==> src/rtl/cmsdk_mcu_ahb_slave_mux_if.sv <==
// ----------------------------------------------------------------------------
// cmsdk_mcu_ahb_slave_mux_if
//   Bus bundle between the CPU/decoder/slave side of the MCU interconnect and
//   the data-phase response multiplexer.
//
//   Address-phase request : haddr, htrans, hwrite, hsel_vec, defslv_hsel
//   Per-slave responses   : hreadyout_s, hresp_s, hrdata_s (slave i at
//                           hrdata_s[32*i+31:32*i])
//   Muxed bus response    : hready, hresp, hrdata
//
//   Modports:
//     slave  - the multiplexer's view (consumes requests and slave responses,
//              drives the muxed response)
//     master - the surrounding fabric's view (drives requests and slave
//              responses, consumes the muxed response)
// ----------------------------------------------------------------------------
interface cmsdk_mcu_ahb_slave_mux_if #(
    parameter int NUM_SLV = 8
);
    logic [31:0]          haddr;
    logic [1:0]           htrans;
    logic                 hwrite;
    logic [NUM_SLV-1:0]   hsel_vec;
    logic                 defslv_hsel;
    logic [NUM_SLV-1:0]   hreadyout_s;
    logic [NUM_SLV-1:0]   hresp_s;
    logic [32*NUM_SLV-1:0] hrdata_s;
    logic                 hready;
    logic                 hresp;
    logic [31:0]          hrdata;

    modport slave (
        input  haddr, htrans, hwrite, hsel_vec, defslv_hsel,
        input  hreadyout_s, hresp_s, hrdata_s,
        output hready, hresp, hrdata
    );

    modport master (
        output haddr, htrans, hwrite, hsel_vec, defslv_hsel,
        output hreadyout_s, hresp_s, hrdata_s,
        input  hready, hresp, hrdata
    );
endinterface

==> src/rtl/cmsdk_mcu_ahb_slave_mux.sv <==
// ----------------------------------------------------------------------------
// cmsdk_mcu_ahb_slave_mux
//   Data-phase AHB response multiplexer with a built-in default slave and a
//   first-error logger. The decoder's selects are registered in the address
//   phase; in the data phase the selected slave's hreadyout/hresp/hrdata are
//   routed back to the CPU. Unmapped accesses (no select, or an explicit
//   default-slave select) get a two-cycle AHB ERROR response.
//
//   Ports:
//     HCLK, HRESETn - clock, synchronous active-low reset
//     bus           - AHB request / per-slave response / muxed response bundle
//     err_clr       - single-cycle pulse clearing the error log
//     err_valid     - sticky flag: an ERROR response has completed
//     err_addr      - address of the first logged ERROR
//     err_write     - hwrite of the first logged ERROR
//     err_count     - saturating count of completed ERROR responses
// ----------------------------------------------------------------------------
module cmsdk_mcu_ahb_slave_mux #(
    parameter int NUM_SLV = 8
) (
    input  logic                          HCLK,
    input  logic                          HRESETn,
    cmsdk_mcu_ahb_slave_mux_if.slave      bus,
    input  logic                          err_clr,
    output logic                          err_valid,
    output logic [31:0]                   err_addr,
    output logic                          err_write,
    output logic [7:0]                    err_count
);

    typedef enum logic [1:0] {
        IDLE = 2'd0,
        ERR1 = 2'd1,
        ERR2 = 2'd2
    } dflt_state_t;

    localparam logic [NUM_SLV:0] DSEL_DEFAULT = {1'b1, {NUM_SLV{1'b0}}};

    dflt_state_t          state_q, state_d;
    logic [NUM_SLV:0]     dsel_q, dsel_d;
    logic [31:0]          dp_addr_q;
    logic                 dp_write_q;

    logic                 default_sel_a;
    logic [NUM_SLV-1:0]   lowest_sel;
    logic                 hready_mux;
    logic                 hresp_mux;
    logic [31:0]          hrdata_mux;
    logic                 err_event;

    // ------------------------------------------------------------------
    // Address-phase select decode
    // ------------------------------------------------------------------
    // Explicit default select wins over any slave select; an empty vector
    // also lands on the default slave.
    assign default_sel_a = bus.defslv_hsel | ~(|bus.hsel_vec);

    // Two's-complement trick isolates the lowest set bit: lowest index wins.
    assign lowest_sel = bus.hsel_vec & (~bus.hsel_vec + {{(NUM_SLV-1){1'b0}}, 1'b1});

    always_comb begin
        // NOTE: every signal written in a combinational block gets a value
        // on entry, so no path through the block can infer a latch.
        dsel_d = DSEL_DEFAULT;
        if (!default_sel_a) begin
            dsel_d = {1'b0, lowest_sel};
        end
    end

    // ------------------------------------------------------------------
    // Default-slave FSM: next state
    // ------------------------------------------------------------------
    always_comb begin
        state_d = state_q;
        case (state_q)
            IDLE, ERR2: begin
                // Only an active transfer (NONSEQ/SEQ) to the default slave
                // earns an ERROR; IDLE/BUSY get a zero-wait OKAY.
                if (hready_mux && bus.htrans[1] && default_sel_a) begin
                    state_d = ERR1;
                end else begin
                    state_d = IDLE;
                end
            end
            ERR1:    state_d = ERR2;
            default: state_d = IDLE;
        endcase
    end

    // ------------------------------------------------------------------
    // Data-phase response mux (combinational from the registered select)
    // ------------------------------------------------------------------
    always_comb begin
        hready_mux = 1'b1;
        hresp_mux  = 1'b0;
        hrdata_mux = 32'h0;
        if (dsel_q[NUM_SLV]) begin
            hready_mux = (state_q != ERR1);
            hresp_mux  = (state_q != IDLE);
        end
        for (int i = 0; i < NUM_SLV; i++) begin
            if (dsel_q[i]) begin
                hready_mux = bus.hreadyout_s[i];
                hresp_mux  = bus.hresp_s[i];
                hrdata_mux = bus.hrdata_s[32*i +: 32];
            end
        end
    end

    assign bus.hready = hready_mux;
    assign bus.hresp  = hresp_mux;
    assign bus.hrdata = hrdata_mux;

    // The second cycle of any ERROR response is the one that completes it.
    assign err_event = hready_mux & hresp_mux;

    // ------------------------------------------------------------------
    // State, select and data-phase registers
    // ------------------------------------------------------------------
    always_ff @(posedge HCLK) begin
        // NOTE: sequential state uses non-blocking assignments so every
        // register samples pre-edge values regardless of statement order.
        if (!HRESETn) begin
            state_q    <= IDLE;
            dsel_q     <= DSEL_DEFAULT;
            dp_addr_q  <= 32'h0;
            dp_write_q <= 1'b0;
        end else begin
            state_q <= state_d;
            // A stalled data phase holds the select and captured request.
            if (hready_mux) begin
                dsel_q     <= dsel_d;
                dp_addr_q  <= bus.haddr;
                dp_write_q <= bus.hwrite;
            end
        end
    end

    // ------------------------------------------------------------------
    // Error log
    // ------------------------------------------------------------------
    always_ff @(posedge HCLK) begin
        if (!HRESETn) begin
            err_valid <= 1'b0;
            err_addr  <= 32'h0;
            err_write <= 1'b0;
            err_count <= 8'h00;
        end else if (err_clr && err_event) begin
            // Clear and a new error on the same edge: start a fresh log.
            err_valid <= 1'b1;
            err_addr  <= dp_addr_q;
            err_write <= dp_write_q;
            err_count <= 8'h01;
        end else if (err_clr) begin
            err_valid <= 1'b0;
            err_addr  <= 32'h0;
            err_write <= 1'b0;
            err_count <= 8'h00;
        end else if (err_event) begin
            if (!err_valid) begin
                err_valid <= 1'b1;
                err_addr  <= dp_addr_q;
                err_write <= dp_write_q;
            end
            if (err_count != 8'hFF) begin
                err_count <= err_count + 8'h01;
            end
        end
    end

endmodule

==> src/flat_wrapper.sv <==
// flat-port wrapper written by rule: the top's interface ports become plain ports
module cmsdk_mcu_ahb_slave_mux_flat 
#(
    parameter int NUM_SLV = 8
)
  (HCLK, HRESETn, err_clr, err_valid, err_addr, err_write, err_count, bus_haddr, bus_htrans, bus_hwrite, bus_hsel_vec, bus_defslv_hsel, bus_hreadyout_s, bus_hresp_s, bus_hrdata_s, bus_hready, bus_hresp, bus_hrdata);
  cmsdk_mcu_ahb_slave_mux_if #(.NUM_SLV(NUM_SLV)) bus_i ();
  input  logic HCLK;
  input  logic HRESETn;
  input  logic err_clr;
  output logic err_valid;
  output logic [31:0] err_addr;
  output logic err_write;
  output logic [7:0] err_count;
  input wire logic [$bits(bus_i.haddr)-1:0] bus_haddr;
  input wire logic [$bits(bus_i.htrans)-1:0] bus_htrans;
  input wire logic [$bits(bus_i.hwrite)-1:0] bus_hwrite;
  input wire logic [$bits(bus_i.hsel_vec)-1:0] bus_hsel_vec;
  input wire logic [$bits(bus_i.defslv_hsel)-1:0] bus_defslv_hsel;
  input wire logic [$bits(bus_i.hreadyout_s)-1:0] bus_hreadyout_s;
  input wire logic [$bits(bus_i.hresp_s)-1:0] bus_hresp_s;
  input wire logic [$bits(bus_i.hrdata_s)-1:0] bus_hrdata_s;
  output wire logic [$bits(bus_i.hready)-1:0] bus_hready;
  output wire logic [$bits(bus_i.hresp)-1:0] bus_hresp;
  output wire logic [$bits(bus_i.hrdata)-1:0] bus_hrdata;
  assign bus_i.haddr = bus_haddr;
  assign bus_i.htrans = bus_htrans;
  assign bus_i.hwrite = bus_hwrite;
  assign bus_i.hsel_vec = bus_hsel_vec;
  assign bus_i.defslv_hsel = bus_defslv_hsel;
  assign bus_i.hreadyout_s = bus_hreadyout_s;
  assign bus_i.hresp_s = bus_hresp_s;
  assign bus_i.hrdata_s = bus_hrdata_s;
  assign bus_hready = bus_i.hready;
  assign bus_hresp = bus_i.hresp;
  assign bus_hrdata = bus_i.hrdata;
  cmsdk_mcu_ahb_slave_mux #(.NUM_SLV(NUM_SLV)) u_core (.HCLK(HCLK), .HRESETn(HRESETn), .bus(bus_i), .err_clr(err_clr), .err_valid(err_valid), .err_addr(err_addr), .err_write(err_write), .err_count(err_count));
endmodule
==> config.mk <==
export PLATFORM = sky130hd
export DESIGN_NAME = cmsdk_mcu_ahb_slave_mux_flat
export DESIGN_NICKNAME = d
export VERILOG_FILES = /design/src/rtl/cmsdk_mcu_ahb_slave_mux_if.sv /design/src/rtl/cmsdk_mcu_ahb_slave_mux.sv /design/src/flat_wrapper.sv
export SDC_FILE = /design/constraint.sdc
export NUM_CORES = 1
export LEC_CHECK = 0
export BUFFER_PORTS_ARGS = -buffer_cell sky130_fd_sc_hd__buf_4
export CAP_MARGIN = 10
export CORE_AREA = 2 2 152 154
export CTS_CLUSTER_DIAMETER = 60
export DETAILED_ROUTE_END_ITERATION = 10
export DIE_AREA = 0 0 154 156
export PLACE_DENSITY = 0.58
export SYNTH_ARGS = -nofsm -noshare
export SYNTH_HDL_FRONTEND = slang
export SYNTH_SLANG_ARGS = --single-unit
==> constraint.sdc <==
create_clock -name HCLK -period 2.8 [get_ports HCLK]
set_input_delay 0.14 -clock HCLK [delete_from_list [all_inputs] [get_ports HCLK]]
set_output_delay 0.14 -clock HCLK [all_outputs]
set_load 0.005 [all_outputs]
==> results of run 1 <==
==> state kept, by name, summed over array words and instances, names as in the netlist <==
name,cells
u_core.state_q,2
u_core.dsel_q,9
u_core.dp_addr_q,32
u_core.dp_write_q,1
u_core.err_write,1
u_core.err_valid,1
u_core.err_addr,32
u_core.err_count,8
==> metrics by stage <==
step                      cells  setup WS [ns]  instance area [µm²]
final                      1350          0.106                 9050
after global routing       1350         0.0137                 9050
after CTS                  1347         0.0806                 9040
after detailed placement   1331          0.389                 8700
after global placement     1331          0.449                 8700
after floorplan             695          0.842                 5420
==> power by group through the flow <==
stage	Clock [W]	Sequential (W)	Combinational [W]
2_1_floorplan	0	0.00137	0.000519
3_3_place_gp	0	0.00138	0.00120
3_5_place_dp	0	0.00138	0.00120
4_1_cts	0.00142	0.00135	0.00121
5_1_grt	0.00147	0.00136	0.00129
6_report	0.00139	0.00135	0.00120
==> critical path, stage by stage (launching register included) <==
cell      delay [ns]
dfxtp_1         0.40
nor2b_4         0.20
buf_4           0.24
a221oi_1        0.10
o311ai_0        0.65
buf_4           0.22
o211ai_1        0.09
a31oi_1         0.18
buf_4           0.13
==> path summary, 6_finish.rpt <==
| kind | from | to | cells after the start |
|---|---|---|---|
| setup / recovery | u_core.dsel_q[0] | bus_hrdata[5] | 8 |
| hold / removal | bus_haddr[19] | u_core.dp_addr_q[19] | 3 |
| setup reg to reg | u_core.dsel_q[5] | u_core.err_addr[5] | 7 |
| hold reg to reg | u_core.dp_addr_q[12] | u_core.err_addr[12] | 2 |
==> layout make-up <==
cell class / count / share of cell area, %
antenna: 3 / 0.0830
clock buffer: 10 / 2.53
clock inverter: 6 / 1.29
inverter: 8 / 0.332
multi-input combinational: 533 / 37.9
sequential: 86 / 19.1
tap: 285 / 3.94
timing repair buffer: 419 / 34.9
==> cells in the final DEF, fill, tap and decap left out, types with 2 or more instances in the layout <==
cell,synthesis,final
bufinv_16,0,3
nand4_1,4,4
inv_1,5,4
nand3b_1,2,2
a21oi_1,12,12
nand4b_1,2,2
dfxtp_2,0,3
nor3_1,3,3
inv_6,0,2
nand2_1,141,141
and3_1,8,8
nand2b_1,11,10
nor2b_1,36,35
o311ai_0,32,32
a221oi_1,32,32
and4_1,2,2
and2_1,4,4
or2_2,6,6
a31oi_1,35,35
dfxtp_1,86,83
mux2i_1,71,71
o22ai_1,32,32
clkbuf_16,0,9
a211oi_1,2,2
o211ai_1,32,32
inv_2,2,3
nor2_1,39,37
o21ai_0,4,4
nand3_1,5,5
buf_4,0,418
diode_2,0,3
==> kinds of logic after synthesis <==
logic type / Yosys count / synth area share, %
simple gates: 268 / 22.9
buf+inv: 76 / 5.47
mux: 72 / 13.3
flops: 86 / 31.7
fa+ha+maj: 1 / 0.231
compound gates: 192 / 26.3
==> per-layer routing <==
metal  routed length, µm  vias up  share of wire (%)
met1               11000     3217                 40
met5                   0        -                  0
li1                    -     3323                  -
met3                2330       35                8.4
met4                 755        0                2.7
met2               13500      304                 49
==> impl_results.md, run 1 <==
* Final Cycle Share at a little over nine tenths
* 1st-pass router iterations at 4
* H-tree depth at 3
* CTS clock-pin slew for the worst setup and hold paths at ~0.070 ns
* First-pass GRT wire length at around 40 mm
* Worst-Margin Slew at roughly 0.76 ns
* Initial drt markers at around 400
* Sequential share of the synthesized area at 31.7%
* Register bit count reported by yosys at 86
* Cell with the most instances after synthesis: nand2_1
* Vias in the first global route at between 6000 and 7000
* CP Launch Type: flip-flop
* Net Sw Frac at a little over a quarter
* Total setup buffers inserted after CTS at 0
* Max-cap violations at 0
* Internal at 0.00286 W
* Clock power frac at about a third
* Chip Height at 156 µm
* Initial antenna violation count at 3
* Pin count of the biggest net entering global routing at 65
* Worst Setup End Kind: output port
* Later-pin clock latency in the skew report at 0.34 ns
* Worst EP required at approximately 2.7 ns
* Psw at around 0.0011 W
* Core region area at roughly 0.022 mm²
* DP HPWL at between 20 and 25 mm
* CTS sink cnt at 86
* Post-Syn Area per Cell at between 7 and 8 µm²
* Post-route DRC at 0
* Reg-to-reg slack, setup at 0.45 ns
* WS Path Type: reg2out
* Root buf cell: clkbuf_16
* Multi-input combinational cell area at approximately 0.0034 mm²
* Sequential cell area at about 0.0017 mm²
* Final hold violations at 0
* CTS Buffer Depth at 2
* Max Fclk at ~370 MHz
* Total Power at between 0.003 and 0.004 W
* Post-synth ARST share at 0%
* Final WL at roughly 28 mm
* P per Cell Area at 435 mW/mm²
* Outcome: complete, no violations
* EDFF count, synth at 0
* Yosys warning count at 0
* Relative slew slack at 48.9%
* Layout Skew at 0.00644 ns
* Top FF cell, synth: dfxtp_1
* Synth cell count leaders: nand2_1 (141), dfxtp_1 (86), mux2i_1 (71), clkbuf_1 (59), nor2_1 (39)
* CTS buffer count at 9
* IO Port Bufs at just under 400
* CTS tree: built
* Lkg Pwr at between 4 and 5 nW
* Area leader, netlist: dfxtp_1
* Hold slack final at 0.0321 ns
* Max Slew Vio Count at 0
* Rows at 55
* Busiest grt layer: met2
* Final RePlAce weighted congestion at around 0.9
* Util after Layout at around two fifths
* Grt total ovfl at 0
* Fill count at roughly 2400
* Final min period at approximately 2.7 ns
* Logic pwr share at a little over 30%
* Dominant cells by area after synthesis: dfxtp_1 (32%), mux2i_1 (13%), nand2_1 (9.8%), a221oi_1 (5.2%), o311ai_0 (5.2%)
* Io pins at between 300 and 400
* CP Max Fanout at 15
* Initial core utilization at 24.3%
* Synth top area share at 31.7%
* Die area at 0.0240 mm²
* GRT Util Overall at approximately 22%
* Synthesized Nets at slightly above 1000
* Total vias in the final route at 6879
* RSZ-0062 raised after global routing: false
* Max VDD drop at 0.459 mV
* Met1 global-route usage at 25.8%
* Met3 Use GR at 6.22%
* Reg power frac at 34.3%
* Post-DRT Antenna Nets at 0
* Worst Hold Class: in2reg
* Critical Path AT at between 2 and 3 ns
* Post-synth cell types at 46
* Wire length per cell at about 20 µm
* Die width at 154 µm
* M2 GR Usage at between 30% and 40%
* Setup TNS at 0 ns
* Via-to-Cell Ratio at around 5.1
* Cts repair resizes at 0
* Synth Instances at approximately 700
* Post-Syn Area at ~0.0054 mm²
* Ratio of cells with drive above 1 in the final layout at between 40% and 50%
* Nets at 1377
* Synthesis-to-finish area growth at 66.8%
* Hold Buf Count CTS at 0
* Setup violations, final at 0
Note: power is estimated with default switching activity, not from simulation.
==> inputs of run 2 (changes only) <==
Settings changed: CELL_PAD_IN_SITES_DETAIL_PLACEMENT set to 0, CELL_PAD_IN_SITES_GLOBAL_PLACEMENT set to 2, CORE_AREA 2 2 152 154 to not set, CORE_UTILIZATION set to 20, DIE_AREA 0 0 154 156 to not set, PLACE_DENSITY 0.58 to 0.84.
==> run 2 against run 1 <==
Effect of this change:
- global-route usage decreased by 2.6 points
- fmax decreased by 0.90%
- combinational power about the same
- sequential power about the same
- clock-buffer cell count increased by 1
- register-to-register slack improved by 0.15 ns
- sequential cell count unchanged
- cell area increased by 0.66%
- clock power decreased by 15%
- clock skew about the same
- die area increased by 16%
- total power decreased by 4.9%
==> impl_results.md, run 2 (synthesis results as in run 1) <==
* Final min period at 2.72 ns (+0.0246 ns)
* Total vias in the final route at 6740 (-2.0%)
* CP dominant cell by count: buf_4
* Top Family by Delay on Critical Path: compound AO/OA/AOI/OAI gates
* GRT Util Overall at 19.1% (-2.6 points)
* Relative slew slack at 40.3% (-8.6 points)
* Max VDD drop at 0.338 mV (-26%)
* Grt total ovfl at 0 (unchanged)
* CTS buffer count at 9 (unchanged)
* Util after Layout at 34.6% (-5.9 points)
* P per Cell Area at 411 mW/mm² (-5.5%)
* H-tree depth at 3 (unchanged)
* RSZ-0062 raised after global routing: false
* WP buf/inv at 2 (-1)
* Chip Height at 167 µm (+6.8%)
* CP Max Fanout at 32 (+17)
* CTS clock-pin slew for the worst setup and hold paths at 0.06 ns (about the same)
* Later-pin clock latency in the skew report at 0.33 ns (about the same)
* IO Port Bufs at 393 (unchanged)
* Rows at 59 (+7.3%)
* Total setup buffers inserted after CTS at 0 (unchanged)
* Final hold violations at 0 (unchanged)
* Max-cap violations at 0 (unchanged)
* CTS Buffer Depth at 2 (unchanged)
* Cells along the critical path: buf_4 > a221oi_1 > o311ai_0 > o211ai_1 > a31oi_1 > buf_4
* Initial core utilization at 20.6% (-3.7 points)
* Ratio of cells with drive above 1 in the final layout at 43.0% (+0.11 points)
* Final RePlAce weighted congestion at 0.908 (+3.8%)
* Via-to-Cell Ratio at 4.81 (-5.7%)
* Final WL at 27.4 mm (-0.80%)
* Synthesis-to-finish area growth at 67.9%
* Initial drt markers at 397 (+0.25%)
* Worst EP required at 2.66 ns (about the same)
* Most frequent cells in the layout: buf_4 (419), nand2_1 (141), dfxtp_1 (83)
* Initial antenna violation count at 3 (unchanged)
* Root buf cell: clkbuf_16
* Setup violations, final at 0 (unchanged)
* Regs by FF count: u_core.dp_addr_q: 32 flops, u_core.err_addr: 32 flops, u_core.dsel_q: 9 flops
* WS Path Type: reg2out
* Worst Setup End Kind: output port
* Final std cells w/o fill at 1402 (+3.9%)
* Outcome: complete, no violations
* Max Fclk at 368 MHz (-0.90%)
* Worst-Margin Slew at 0.884 ns (+0.127 ns)
* Commonest non-fill, non-tap cell in the layout: buf_4
* Critical Path AT at 2.58 ns (+0.03 ns)
* Critical path's slowest cell: o311ai_0
* DP Cell Count at 1384 (+4.0%)
* Worst Hold Class: in2reg
* Final Cycle Share at 97.1% (+0.88 points)
* Pin count of the biggest net entering global routing at 65 (unchanged)
* CTS sink cnt at 86 (unchanged)
* CP Launch Type: flip-flop
* Layout Skew at 0.00662 ns (+0.000181 ns)
* Wire length per cell at 19.6 µm (-4.5%)
* Vias in the first global route at 6685 (+1.4%)
* DP HPWL at 21.4 mm (-0.26%)
* Setup TNS at 0 ns (unchanged)
* Core region area at 0.0264 mm² (+18%)
* Fill count at 2876 (+22%)
* Die width at 167 µm (+8.2%)
* Die area at 0.0278 mm² (+16%)
* Post-DRT Antenna Nets at 0 (unchanged)
* CTS tree: built
* 1st-pass router iterations at 5 (+1)
* Io pins at 395 (unchanged)
* Lkg Pwr at 4.27 nW (about the same)
* Nets at 1380 (+0.22%)
* First-pass GRT wire length at 40.9 mm (+2.2%)
* Slowest stage delay, CP at 0.76 ns (+0.11 ns)
* Max Slew Vio Count at 0 (unchanged)
* Post-route DRC at 0 (unchanged)
* Total Power at 0.00375 W (-4.9%)
-- run 2: final cells by class --
cell class	count	area (µm²)	area share [%]
Multi-Input combinational cell	533	3430	37.7
Clock inverter	4	47.5	0.522
Timing Repair Buffer	422	3210	35.2
Antenna cell	3	7.51	0.0824
Tap cell	335	419	4.60
Clock buffer	11	243	2.66
Inverter	8	30.0	0.330
Sequential cell	86	1730	18.9
-- run 2: power by group --
group          internal (W)  switching [W]
clock network      0.000708       0.000471
logic              0.000694       0.000520
registers           0.00130      0.0000487
-- run 2: path summary, 6_finish.rpt --
| check | from | endpoint | slack [ns] | cells after the start |
|---|---|---|---|---|
| worst min-delay path | bus_haddr[11] | u_core.dp_addr_q[11] | 0.04 | 3 |
| worst max-delay path | u_core.dsel_q[1] | bus_hrdata[19] | 0.08 | 6 |
| worst max register to register | u_core.state_q[0] | u_core.err_addr[27] | 0.60 | 7 |
| worst min register to register | u_core.dp_addr_q[9] | u_core.err_addr[9] | 0.45 | 2 |
-- run 2: per-stage QoR --
stage,hold WS (ns),setup slack (ns),cell area [µm²]
after floorplan,0.265,0.842,5420
after global placement,0.373,0.133,8800
after detailed placement,0.382,0.0868,8800
after CTS,0.0318,0.0959,9100
after global routing,0.0361,0.000340,9110
final,0.0432,0.0819,9110
-- run 2: repair_timing --
item                                   4_1_cts  5_1_grt
pin swaps                                    0        0
resized for setup                            3        1
setup endpoints to repair                    2        1
endpoints found under the hold margin        0        0
hold buffers                                 0        0
-- run 2: worst register-to-register path, delay by kind of cell, from the launching register on --
family,cells,cell delay (ns)
DFF,1,0.32
AOI/OAI and AO/OA,3,0.84
muxes,1,0.26
buffers and inverters,1,0.25
and+or+nand+nor,2,0.46
-- run 2: routing by layer --
metal | track usage [%] | share of wire (%) | up-vias
met2 | 32.6 | 48 | 298
li1 | - | - | 3318
met1 | 23.3 | 41 | 3101
met5 | 0 | 0 | -
met4 | 4.55 | 1.5 | 0
met3 | 5.73 | 8.9 | 23
